===== src/rtl/vx_barrier_unit.sv =====
`default_nettype none
// ============================================================================
// Module   : vx_barrier_unit
// Brief    : Warp barrier tracker. Counts arrivals per barrier slot and emits
//            a one-cycle-latency release mask when the last warp arrives.
// Revision : 1.0 - initial release
// ============================================================================
module vx_barrier_unit #(
    parameter int NUM_WARPS    = 4,
    parameter int NUM_BARRIERS = 4
) (
    input  logic                            clk,
    input  logic                            reset,
    input  logic                            barrier_valid,
    input  logic [$clog2(NUM_BARRIERS)-1:0] barrier_id,
    input  logic [$clog2(NUM_WARPS)-1:0]    barrier_size_m1,
    input  logic [$clog2(NUM_WARPS)-1:0]    barrier_wid,
    output logic                            barrier_ready,
    output logic                            release_valid,
    output logic [NUM_WARPS-1:0]            release_wmask,
    input  logic                            release_ready,
    output logic [NUM_WARPS-1:0]            stalled_wmask
);

    localparam int NW = $clog2(NUM_WARPS);

    logic [NW-1:0]        cnt_q [NUM_BARRIERS];
    logic [NW-1:0]        cnt_d [NUM_BARRIERS];
    logic [NUM_WARPS-1:0] wm_q  [NUM_BARRIERS];
    logic [NUM_WARPS-1:0] wm_d  [NUM_BARRIERS];
    logic                 rel_valid_q, rel_valid_d;
    logic [NUM_WARPS-1:0] rel_wmask_q, rel_wmask_d;

    logic [NUM_WARPS-1:0] w_wid_oh;
    logic                 w_arrive;
    logic                 w_final;

    // Stall mask is built from registered slot state only, so it never
    // depends combinationally on the arriving request.
    always_comb begin
        stalled_wmask = '0;
        for (int b = 0; b < NUM_BARRIERS; b++) begin
            stalled_wmask = stalled_wmask | wm_q[b];
        end
    end

    always_comb begin
        w_wid_oh              = '0;
        w_wid_oh[barrier_wid] = 1'b1;
    end

    assign barrier_ready = !reset && (!rel_valid_q || release_ready);
    assign w_arrive      = barrier_valid && barrier_ready && !stalled_wmask[barrier_wid];
    assign w_final       = (cnt_q[barrier_id] == barrier_size_m1);

    always_comb begin
        cnt_d       = cnt_q;
        wm_d        = wm_q;
        rel_valid_d = rel_valid_q;
        rel_wmask_d = rel_wmask_q;

        if (release_ready) begin
            rel_valid_d = 1'b0;
        end

        if (w_arrive) begin
            if (w_final) begin
                // Final arrival overrides a same-cycle release handshake,
                // giving back-to-back releases.
                cnt_d[barrier_id] = '0;
                wm_d[barrier_id]  = '0;
                rel_valid_d       = 1'b1;
                rel_wmask_d       = wm_q[barrier_id] | w_wid_oh;
            end else begin
                cnt_d[barrier_id] = cnt_q[barrier_id] + NW'(1);
                wm_d[barrier_id]  = wm_q[barrier_id] | w_wid_oh;
            end
        end
    end

    always_ff @(posedge clk) begin
        if (reset) begin
            for (int b = 0; b < NUM_BARRIERS; b++) begin
                cnt_q[b] <= '0;
                wm_q[b]  <= '0;
            end
            rel_valid_q <= 1'b0;
            rel_wmask_q <= '0;
        end else begin
            cnt_q       <= cnt_d;
            wm_q        <= wm_d;
            rel_valid_q <= rel_valid_d;
            rel_wmask_q <= rel_wmask_d;
        end
    end

    assign release_valid = rel_valid_q;
    assign release_wmask = rel_wmask_q;

endmodule
`default_nettype wire


===== config.mk =====
export PLATFORM = sky130hd
export DESIGN_NAME = vx_barrier_unit
export DESIGN_NICKNAME = d
export VERILOG_FILES = /design/src/rtl/vx_barrier_unit.sv
export SDC_FILE = /design/constraint.sdc
export NUM_CORES = 1
export LEC_CHECK = 0
export ABC_CLOCK_PERIOD_IN_PS = 5800
export BUFFER_PORTS_ARGS = -buffer_cell sky130_fd_sc_hd__clkbuf_2
export CAP_MARGIN = 20
export CORE_MARGIN = 2
export CORE_UTILIZATION = 60
export DETAILED_ROUTE_END_ITERATION = 8
export GPL_TIMING_DRIVEN = 0
export PLACE_DENSITY = 0.83
export SYNTH_ARGS = -nofsm -noshare
export SYNTH_HDL_FRONTEND = slang
export SYNTH_SLANG_ARGS = --single-unit

===== constraint.sdc =====
create_clock -name clk -period 5.8 [get_ports clk]
set_input_delay 1.16 -clock clk [delete_from_list [all_inputs] [get_ports clk]]
set_output_delay 1.16 -clock clk [all_outputs]
set_load 0.1 [all_outputs]

==> qor.txt, run 1 <==
status: finished, final reports clean
fraction of layout cells with a size suffix above 1: 0.2775
postcts setup bufs: 0
CTS buffer count: 5
Final setup viols: 0
slowest stage delay, CP: 380 ps
HP Start: cnt_q[4]
Die H: 53.59 um
Worst R2R End: wm_q[10]
met2 global-route usage: 0.4465
FF+latch count, synth: 29
commonest non-fill, non-tap cells in the layout: dfxtp_1 (29), nor2_1 (21), clkbuf_2 (19), mux2i_1 (14), o21ai_0 (8)
clock transition at the registers of the reported paths: 90 ps
Bufs on Longest Clock Path: 2
power share of the combinational group: 0.170
syn_nets: 157
maximum vdd drop: 199.1 uV
first-pass GRT wire length: 5.416 mm
GR Layer Usage met3: 0.1000
DR vias: 1240
area of the multi-input gates: 820.8 um^2
CTS tree: yes
DRC: 0
Reg area: 580.6 um^2
pwr/cell area: 238.0 mW/mm^2
YS warnings: 0
Antenna diodes: 0
Critical Path Sink Type: output port
GRT overflow: 0
HP Class: reg -> reg
CP Launch Type: input pin
Area growth syn-to-layout: 12.55%
Final TNS setup: 0 ps
# port buffers: 19
Nets: 183
Distinct cells, synth: 42
critical path, cell by cell: clkbuf_2, clkbuf_8, clkbuf_1, nor2_1, clkbuf_2
total die area: 0.002871 mm^2
Slowest cell on crit path: clkbuf_1
Setup Skew: 5.968 ps
global route hottest layer: met2
starting density of the core: 0.6482
Flop pwr share: 0.517
clock network fraction of design power: 0.313
initial antenna violation count: 0
Die Width: 53.59 um
Max Slew Vio Count: 0
detailed placement HPWL: 2.594 mm
H-tree depth: 2
CP delay by family, top: buffers and inverters
max_cap viols: 0
Routability Congestion: 0.8757
Power Total: 0.0003951 W
Static Leak: 0.7769 nW
FMAX: 282.4 MHz
Worst Hold Path EP: cnt_q[4]
r2r worst-path depth: 5
CP bufs+invs: 4
GR Util All Layers: 0.2796
hold buffer count at CTS: 0
met1 GRT Util: 0.3386
Final Util: 0.7295
root buf cell: clkbuf_4
Least-Margin Pin Slew: 880.9 ps
crit path launch: reset
CTS Sinks: 29
Synth area leaders: dfxtp_1 (39%), mux2i_1 (9.5%), nor2_1 (5.3%), mux4_2 (4.6%), clkbuf_8 (2.8%)
Data arrival, critical path: 2380 ps
Tmin final: 3541 ps
Core Area: 0.002276 mm^2
Post-Route WL: 3.419 mm
Final Cycle Share: 0.6105
drt first pass iters: 5
RSZ-0062 raised after global routing: false
switch share: 0.2914
post-place setup slack: 2249 ps
area leader, netlist: dfxtp_1
worst r2r src: wm_q[0]
Via density: 6.169
worst-path fanout max: 10
number of fill cells: 180
num rows: 17
WP data required: 4640 ps
switching power total: 0.0001151 W
hold depth: 2
Post-CTS Resized: 0
Worst path most repeated cell: clkbuf_2
syn avg cell area: 10.04 um^2
worst rel slew slack: 0.4127
DRT iter0 DRCs: 37
CP Class: in -> out
commonest non-fill, non-tap cell in the layout: dfxtp_1
reg2reg setup slack: 2940 ps
drt wl/cell: 17.01 um
io pins: 20
Gate Count Post-Synth: 147
synthesized area: 0.001475 mm^2
vias in the first global route: 1163
DRT antenna net count: 0
area share of the largest cell type after synthesis: 0.3936
largest net degree at the start of global routing: 11
Worst Slack Setup Final: 2259 ps
sequential-to-total area share from yosys stat: 0.3936
latest clock arrival within the worst-skew pair: 330 ps
Final Hold Violating Endpoints: 0
Power Internal: 0.0002800 W
## cell families after synthesis
kind of cell / count (synthesis) / share of synthesized area
xor gates and xnor gates: 2 / 0.01188
DFF: 29 / 0.3936
buffers and inverters: 11 / 0.05004
and+or+nand+nor: 52 / 0.2112
muxes: 21 / 0.1815
AOI/OAI and AO/OA: 32 / 0.1518
## sequential cells by signal, indices dropped and copies added (netlist names)
| signal | count |
|---|---|
| release_valid | 1 |
| cnt_q | 8 |
| wm_q | 16 |
| release_wmask | 4 |
## layout make-up
class | instances | share of cell area
Multi-Input combinational cell | 107 | 0.4943
Sequential cell | 29 | 0.3497
Timing Repair Buffer | 19 | 0.05727
Buffer | 7 | 0.03542
Clock buffer | 7 | 0.03316
Tap cell | 28 | 0.02110
Inverter | 4 | 0.009043
## layer usage
layer,up-vias,part of all wire
li1,597,-
met1,599,0.45
met2,37,0.48
met3,7,0.052
met4,0,0.018
met5,-,0
## power by group through the flow
| stage | Combinational [W] | Sequential [W] | Clock [W] |
|---|---|---|---|
| 6_report | 0.0000671 | 0.000204 | 0.000124 |
| 3_3_place_gp | 0.0000650 | 0.000209 | 0 |
| 2_1_floorplan | 0.0000455 | 0.000214 | 0 |
| 3_5_place_dp | 0.0000667 | 0.000209 | 0 |
| 5_1_grt | 0.0000710 | 0.000205 | 0.000135 |
| 4_1_cts | 0.0000668 | 0.000204 | 0.000125 |
## Yosys cell counts
library cell	instances
clkbuf_8	3
a32o_1	2
mux2i_1	14
mux2_2	3
a21boi_0	1
mux4_2	3
nand4b_1	1
nand2_1	7
o21bai_1	2
or4_4	2
dfxtp_1	29
nand4_1	1
a21oi_2	1
nand4bb_1	1
a222oi_1	1
clkbuf_1	2
a2bb2oi_1	1
a22o_1	2
and2b_1	1
and2b_2	2
a21oi_1	7
nor3b_1	2
a211o_1	1
a21o_1	4
and3_1	1
inv_1	3
nor2_1	21
a2111oi_2	1
and4_2	2
buf_2	2
clkinv_1	1
nand3b_4	1
or4_1	2
nand3_1	4
mux4_1	1
nand3b_1	1
nand4b_2	1
or2_2	1
and2_2	1
o21ai_0	8
xnor2_1	2
a211oi_1	1
## metrics by stage
step	hold WS [ps]	cell area, um^2	instances
after global routing	500.8	1660	201
final	482.2	1660	201
after global placement	449.9	1605	194
after detailed placement	462.7	1605	194
after CTS	481.2	1660	201
after floorplan	438.3	1475	147
## worst max-delay path by stage
stage                     slack (ps)  cells after the start       endpoint
after detailed placement        2250                      5  barrier_ready
after CTS                       2250                      5  barrier_ready
final                           2260                      5  barrier_ready
after floorplan                 1870                      3  barrier_ready
after global placement          2280                      5  barrier_ready
after global routing            2170                      5  barrier_ready
## worst min-delay path, stage by stage (launching register included)
cell and delay, ps:
dfxtp_1 330, nand3_1 60, o21ai_0 60
Note: power is estimated with default switching activity, not from simulation.
==> inputs of run 2 (changes only) <==
ABC_CLOCK_PERIOD_IN_PS = 3200   (was 5800)
CORE_UTILIZATION = 50   (was 60)
PLACE_DENSITY = 0.74   (was 0.83)
clock period = 3.2 ns   (was 5.8 ns; I/O delays follow)
==> qor.txt, run 2 (synthesized netlist as in run 1, its figures left out) <==
starting density of the core: 0.5304 (-0.1178)
Die Width: 58.32 um (+8.8%)
fraction of layout cells with a size suffix above 1: 0.2874 (+0.009900)
Nets: 183 (unchanged)
drt first pass iters: 5 (unchanged)
CP delay by family, top: simple AND/OR/NAND/NOR gates
Critical Path Sink Type: flop
DR vias: 1232 (-0.65%)
Post-Route WL: 3.305 mm (-3.3%)
Final setup viols: 0 (unchanged)
status: finished, final reports clean
critical path, cell by cell: or4_4, a222oi_1, nand4b_1, nand3b_4, a21oi_2
Die H: 58.32 um (+8.8%)
commonest non-fill, non-tap cells in the layout: dfxtp_1 (29), nor2_1 (21), clkbuf_2 (19), mux2i_1 (14), o21ai_0 (8)
DP Cell Count: 197 (+1.5%)
WP data required: 3480 ps (-1160 ps)
r2r worst-path depth: 5 (unchanged)
critical path depth: 5 (unchanged)
pwr/cell area: 470.0 mW/mm^2 (+98%)
Slowest cell on crit path: a222oi_1
Routability Congestion: 0.8489 (-3.1%)
maximum vdd drop: 373.2 uV (+87%)
GRT overflow: 0 (unchanged)
post-place instance area: 0.001609 mm^2 (+0.23%)
post-place setup slack: 361.5 ps (-1888 ps)
drt wl/cell: 16.12 um (-5.2%)
Final Cycle Share: 0.8980
Setup Skew: 8.867 ps (+2.900 ps)
Final Util: 0.6086 (-0.1209)
CTS Sinks: 29 (unchanged)
Bufs on Longest Clock Path: 2 (unchanged)
Worst Slack Setup Final: 326.4 ps (-1933 ps)
latest clock arrival within the worst-skew pair: 330 ps (about the same)
Final Hold Violating Endpoints: 0 (unchanged)
Max Slew Vio Count: 0 (unchanged)
worst rel slew slack: 0.4137 (+0.0009150)
HP Class: reg -> reg
DRC: 0 (unchanged)
Antenna diodes: 0 (unchanged)
final instance area: 0.001693 mm^2 (+2.0%)
Area growth syn-to-layout: 14.76%
DRT antenna net count: 0 (unchanged)
GR Util All Layers: 0.2124 (-0.06729)
CTS buffer count: 5 (unchanged)
Tmin final: 2874 ps
initial antenna violation count: 0 (unchanged)
Largest Register: wm_q
# port buffers: 19 (unchanged)
RSZ-0062 raised after global routing: false
CTS tree: yes
worst-path fanout max: 8 (-2)
Largest register FFs: 16 (unchanged)
CP Launch Type: flop
number of fill cells: 248 (+38%)
first-pass GRT wire length: 5.354 mm (-1.1%)
commonest non-fill, non-tap cell in the layout: dfxtp_1
io pins: 20 (unchanged)
Finished Layout Cells: 205 (+2.0%)
DRT iter0 DRCs: 36 (-2.7%)
Data arrival, critical path: 3150 ps (+770 ps)
num rows: 19 (+2)
Least-Margin Pin Slew: 879.5 ps (-1.372 ps)
slowest stage delay, CP: 800 ps (+420 ps)
detailed placement HPWL: 2.465 mm (-5.0%)
Via density: 6.010 (-2.6%)
Static Leak: 0.7869 nW (+1.3%)
postcts setup bufs: 0 (unchanged)
hold buffer count at CTS: 0 (unchanged)
FMAX: 348.0 MHz
clock transition at the registers of the reported paths: 100 ps (about the same)
root buf cell: clkbuf_4
Post-CTS Resized: 0 (unchanged)
H-tree depth: 2 (unchanged)
CP Class: reg -> reg
Core Area: 0.002781 mm^2 (+22%)
Final TNS setup: 0 ps (unchanged)
vias in the first global route: 1198 (+3.0%)
largest net degree at the start of global routing: 12 (+1)
max_cap viols: 0 (unchanged)
total die area: 0.003401 mm^2 (+18%)
hold depth: 2 (unchanged)
CP bufs+invs: 0 (-4)
-- run 2: cell count changes in the layout (fill, tap and decap cells not counted) --
cell        before  now
clkinv_4         0    1
clkinvlp_4       0    1
bufinv_16        0    1
clkbuf_1         3    2
clkbuf_8         4    3
-- run 2: final timing paths --
check	from	end	slack, ps
worst max-delay path	wm_q[0]	wm_q[10]	330
worst min-delay path	cnt_q[4]	cnt_q[4]	480
worst max register to register	wm_q[0]	wm_q[10]	330
worst min register to register	cnt_q[4]	cnt_q[4]	480
-- run 2: tightest hold or removal path: stages, from the launching register on --
cell and delay (ps):
dfxtp_1 320, nand3_1 50, o21ai_0 60
-- run 2: metrics by stage --
step | power [W] | hold WS [ps]
finish | 0.0007957 | 479.2
global route | 0.0008187 | 498.2
CTS | 0.0008033 | 479.4
detailed placement | 0.0004989 | 466.5
global placement | 0.0004966 | 449.7
floorplan | 0.0004703 | 438.3
-- run 2: report_power, final --
group | total [W] | internal [W] | leakage [nW] | switching [W]
Clock | 0.000304 | 0.000165 | 0.0414 | 0.000139
Combinational | 0.000122 | 0.0000375 | 0.511 | 0.0000841
Sequential | 0.000370 | 0.000367 | 0.234 | 0.00000360
Total | 0.000796 | 0.000569 | 0.787 | 0.000226
-- run 2: area by class of cell --
cell class              count  area, um^2  area share
plain buffers               7       58.81     0.03474
multi-input cells         107       820.8      0.4848
clock inverters             3       46.29     0.02735
clock buffers               5       37.54     0.02217
repair buffers             19       95.09     0.05617
inverters                   4       15.01    0.008869
well taps                  31       38.79     0.02291
flip-flops and latches     29       580.6      0.3429
-- run 2: routing by layer --
| layer | vias up | part of all wire | routed length [um] | track usage |
|---|---|---|---|---|
| li1 | 592 | - | - | - |
| met5 | - | 0 | 0 | 0 |
| met2 | 32 | 0.48 | 1597 | 0.3419 |
| met3 | 13 | 0.035 | 117 | 0.05934 |
| met4 | 0 | 0.031 | 102 | 0.1196 |
| met1 | 595 | 0.45 | 1489 | 0.2549 |
==> inputs of run 3 (changes only) <==
ABC_CLOCK_PERIOD_IN_PS = 2600   (was 3200)
PLACE_DENSITY = default   (was 0.74)
PLACE_DENSITY_LB_ADDON = 0.3   (was default)
SLEW_MARGIN = 20   (was default)
clock period = 2.6 ns   (was 3.2 ns; I/O delays follow)
==> qor.txt, run 3 (synthesized netlist as in run 1, its figures left out) <==
status: finished, final reports clean
met3 wire length: 113 um (-3.4%)
Core Area: 0.002781 mm^2 (unchanged)
total die area: 0.003401 mm^2 (unchanged)
clock transition at the registers of the reported paths: 90 ps (about the same)
GRT overflow: 0 (unchanged)
RSZ-0062 raised after global routing: false
Routability Congestion: 0.8388 (-1.2%)
worst-path fanout max: 7 (-1)
pwr/cell area: 508.0 mW/mm^2 (+8.1%)
top sig layer: met4
maximum vdd drop: 475.0 uV (+27%)
DRT antenna net count: 0 (unchanged)
drt wl/cell: 15.73 um (-2.4%)
Met2 Routed Length: 1.619 mm (+1.4%)
switching power total: 0.0002599 W (+15%)
io pins: 20 (unchanged)
num rows: 19 (unchanged)
switch share: 0.3009 (+0.01648)
final instance area: 0.001700 mm^2 (+0.44%)
slowest stage delay, CP: 590 ps (-210 ps)
DP Cell Count: 197 (unchanged)
power share of the combinational group: 0.180 (+0.027)
Tmin final: 2452 ps (-421.2 ps)
Static Leak: 0.7920 nW (+0.65%)
number of fill cells: 245 (-1.2%)
DRT iter0 DRCs: 68 (+89%)
WP data required: 2820 ps (-660 ps)
Final Hold Violating Endpoints: 0 (unchanged)
fraction of layout cells with a size suffix above 1: 0.3146 (+0.02725)
Data arrival, critical path: 2670 ps (-480 ps)
detailed placement HPWL: 2.427 mm (-1.6%)
Die Width: 58.32 um (unchanged)
Least-Margin Pin Slew: 622.3 ps (-257.2 ps)
first-pass GRT wire length: 5.416 mm (+1.2%)
Die H: 58.32 um (unchanged)
Worst Slack Setup Final: 147.5 ps (-178.8 ps)
commonest non-fill, non-tap cells in the layout: dfxtp_1 (29), nor2_1 (20), clkbuf_2 (19), mux2i_1 (14), o21ai_0 (8)
drt first pass iters: 4 (-1)
HP Class: reg -> reg
Met1 Routed Length: 1.517 mm (+1.9%)
DRC: 0 (unchanged)
initial antenna violation count: 0 (unchanged)
worst rel slew slack: 0.5821 (+0.1685)
Post-CTS Resized: 0 (unchanged)
post-place setup slack: -110.1 ps (-471.6 ps)
Area growth syn-to-layout: 15.27%
Largest Register: wm_q
CP Launch Type: flop
# port buffers: 19 (unchanged)
Post-Route WL: 3.288 mm (-0.51%)
Bufs on Longest Clock Path: 2 (unchanged)
Flop pwr share: 0.527 (+0.062)
FMAX: 407.8 MHz (+17%)
Finished Layout Cells: 209 (+2.0%)
Antenna diodes: 0 (unchanged)
CTS buffer count: 5 (unchanged)
latest clock arrival within the worst-skew pair: 320 ps (about the same)
Critical Path Sink Type: flop
Slowest cell on crit path: a2111oi_2
DR vias: 1256 (+1.9%)
starting density of the core: 0.5304 (unchanged)
CP Class: reg -> reg
CTS tree: yes
commonest non-fill, non-tap cell in the layout: dfxtp_1
hold buffer count at CTS: 0 (unchanged)
Via density: 6.010 (about the same)
Setup Skew: 7.870 ps (-0.9975 ps)
post-place instance area: 0.001619 mm^2 (+0.62%)
vias in the first global route: 1121 (-6.4%)
critical path, cell by cell: or4_4, a2111oi_2, nand4b_2, mux2_2, a22o_1
GR Util All Layers: 0.2134 (+0.0009975)
Final setup viols: 0 (unchanged)
root buf cell: clkbuf_4
Power Internal: 0.0006039 W (+6.1%)
CTS Sinks: 29 (unchanged)
Largest register FFs: 16 (unchanged)
Final Cycle Share: 0.9433 (+0.04525)
clock network fraction of design power: 0.293 (-0.089)
Max Slew Vio Count: 0 (unchanged)
H-tree depth: 2 (unchanged)
Nets: 187 (+2.2%)
largest net degree at the start of global routing: 11 (-1)
max_cap viols: 0 (unchanged)
[run 3: cell count changes in the layout (fill, tap and decap cells not counted)]
cell / before / now
clkbuf_1: 2 / 3
or4_4: 2 / 4
buf_4: 0 / 4
nor2_1: 21 / 20
nor2_2: 0 / 1
bufinv_16: 1 / 0
clkinv_4: 1 / 0
clkinvlp_4: 1 / 0
clkinv_2: 0 / 2
or4_1: 2 / 0
[run 3: per-stage QoR]
| step | hold WS, ps | setup TNS, ps | power (W) | util |
|---|---|---|---|---|
| after CTS | 478.3 | 0 | 0.0008670 | 0.6059 |
| after global placement | 451.0 | -349.7 | 0.0006135 | 0.5821 |
| final | 474.4 | 0 | 0.0008638 | 0.6113 |
| after global routing | 506.0 | 0 | 0.0009015 | 0.6113 |
| after floorplan | 438.3 | 0 | 0.0005806 | - |
| after detailed placement | 466.4 | -496.1 | 0.0006162 | 0.5821 |
[run 3: worst paths after layout]
path	start	to	slack (ps)	cells after the start
worst max-delay path	wm_q[2]	wm_q[4]	150	5
worst min-delay path	wm_q[14]	wm_q[14]	470	2
worst max register to register	wm_q[2]	wm_q[4]	150	5
worst min register to register	wm_q[14]	wm_q[14]	470	2
[run 3: layer usage]
metal,GRT usage,vias to the layer above
li1,-,608
met1,0.2857,617
met2,0.3419,25
met3,0.03956,6
met4,0.08306,0
met5,0,-
[run 3: final cells by class]
class | instances | area, um^2 | area share
multi-input cells | 107 | 830.8 | 0.4886
plain buffers | 7 | 58.81 | 0.03458
clock inverters | 2 | 10.01 | 0.005887
flip-flops and latches | 29 | 580.6 | 0.3414
repair buffers | 23 | 125.1 | 0.07358
clock buffers | 6 | 41.29 | 0.02428
inverters | 4 | 15.01 | 0.008830
well taps | 31 | 38.79 | 0.02281
[run 3: repair_timing]
action	in CTS	in global routing
buffers inserted	2	2
endpoints found under the hold margin	0	0
pin swaps	1	1
setup endpoints to repair	6	15
[run 3: power by group through the flow]
| stage | Clock (W) | Sequential (W) | Combinational (W) |
|---|---|---|---|
| after floorplan | 0 | 0.000477 | 0.000103 |
| after detailed placement | 0 | 0.000466 | 0.000150 |
| after global routing | 0.000280 | 0.000456 | 0.000165 |
| final | 0.000253 | 0.000455 | 0.000155 |
| after CTS | 0.000260 | 0.000455 | 0.000152 |
| after global placement | 0 | 0.000465 | 0.000148 |
[run 3: critical path, delay by kind of cell (launching register included)]
| kind | cells | cell delay, ps |
|---|---|---|
| simple gates | 2 | 880 |
| compound gates | 2 | 770 |
| mux | 1 | 360 |
| flops | 1 | 340 |
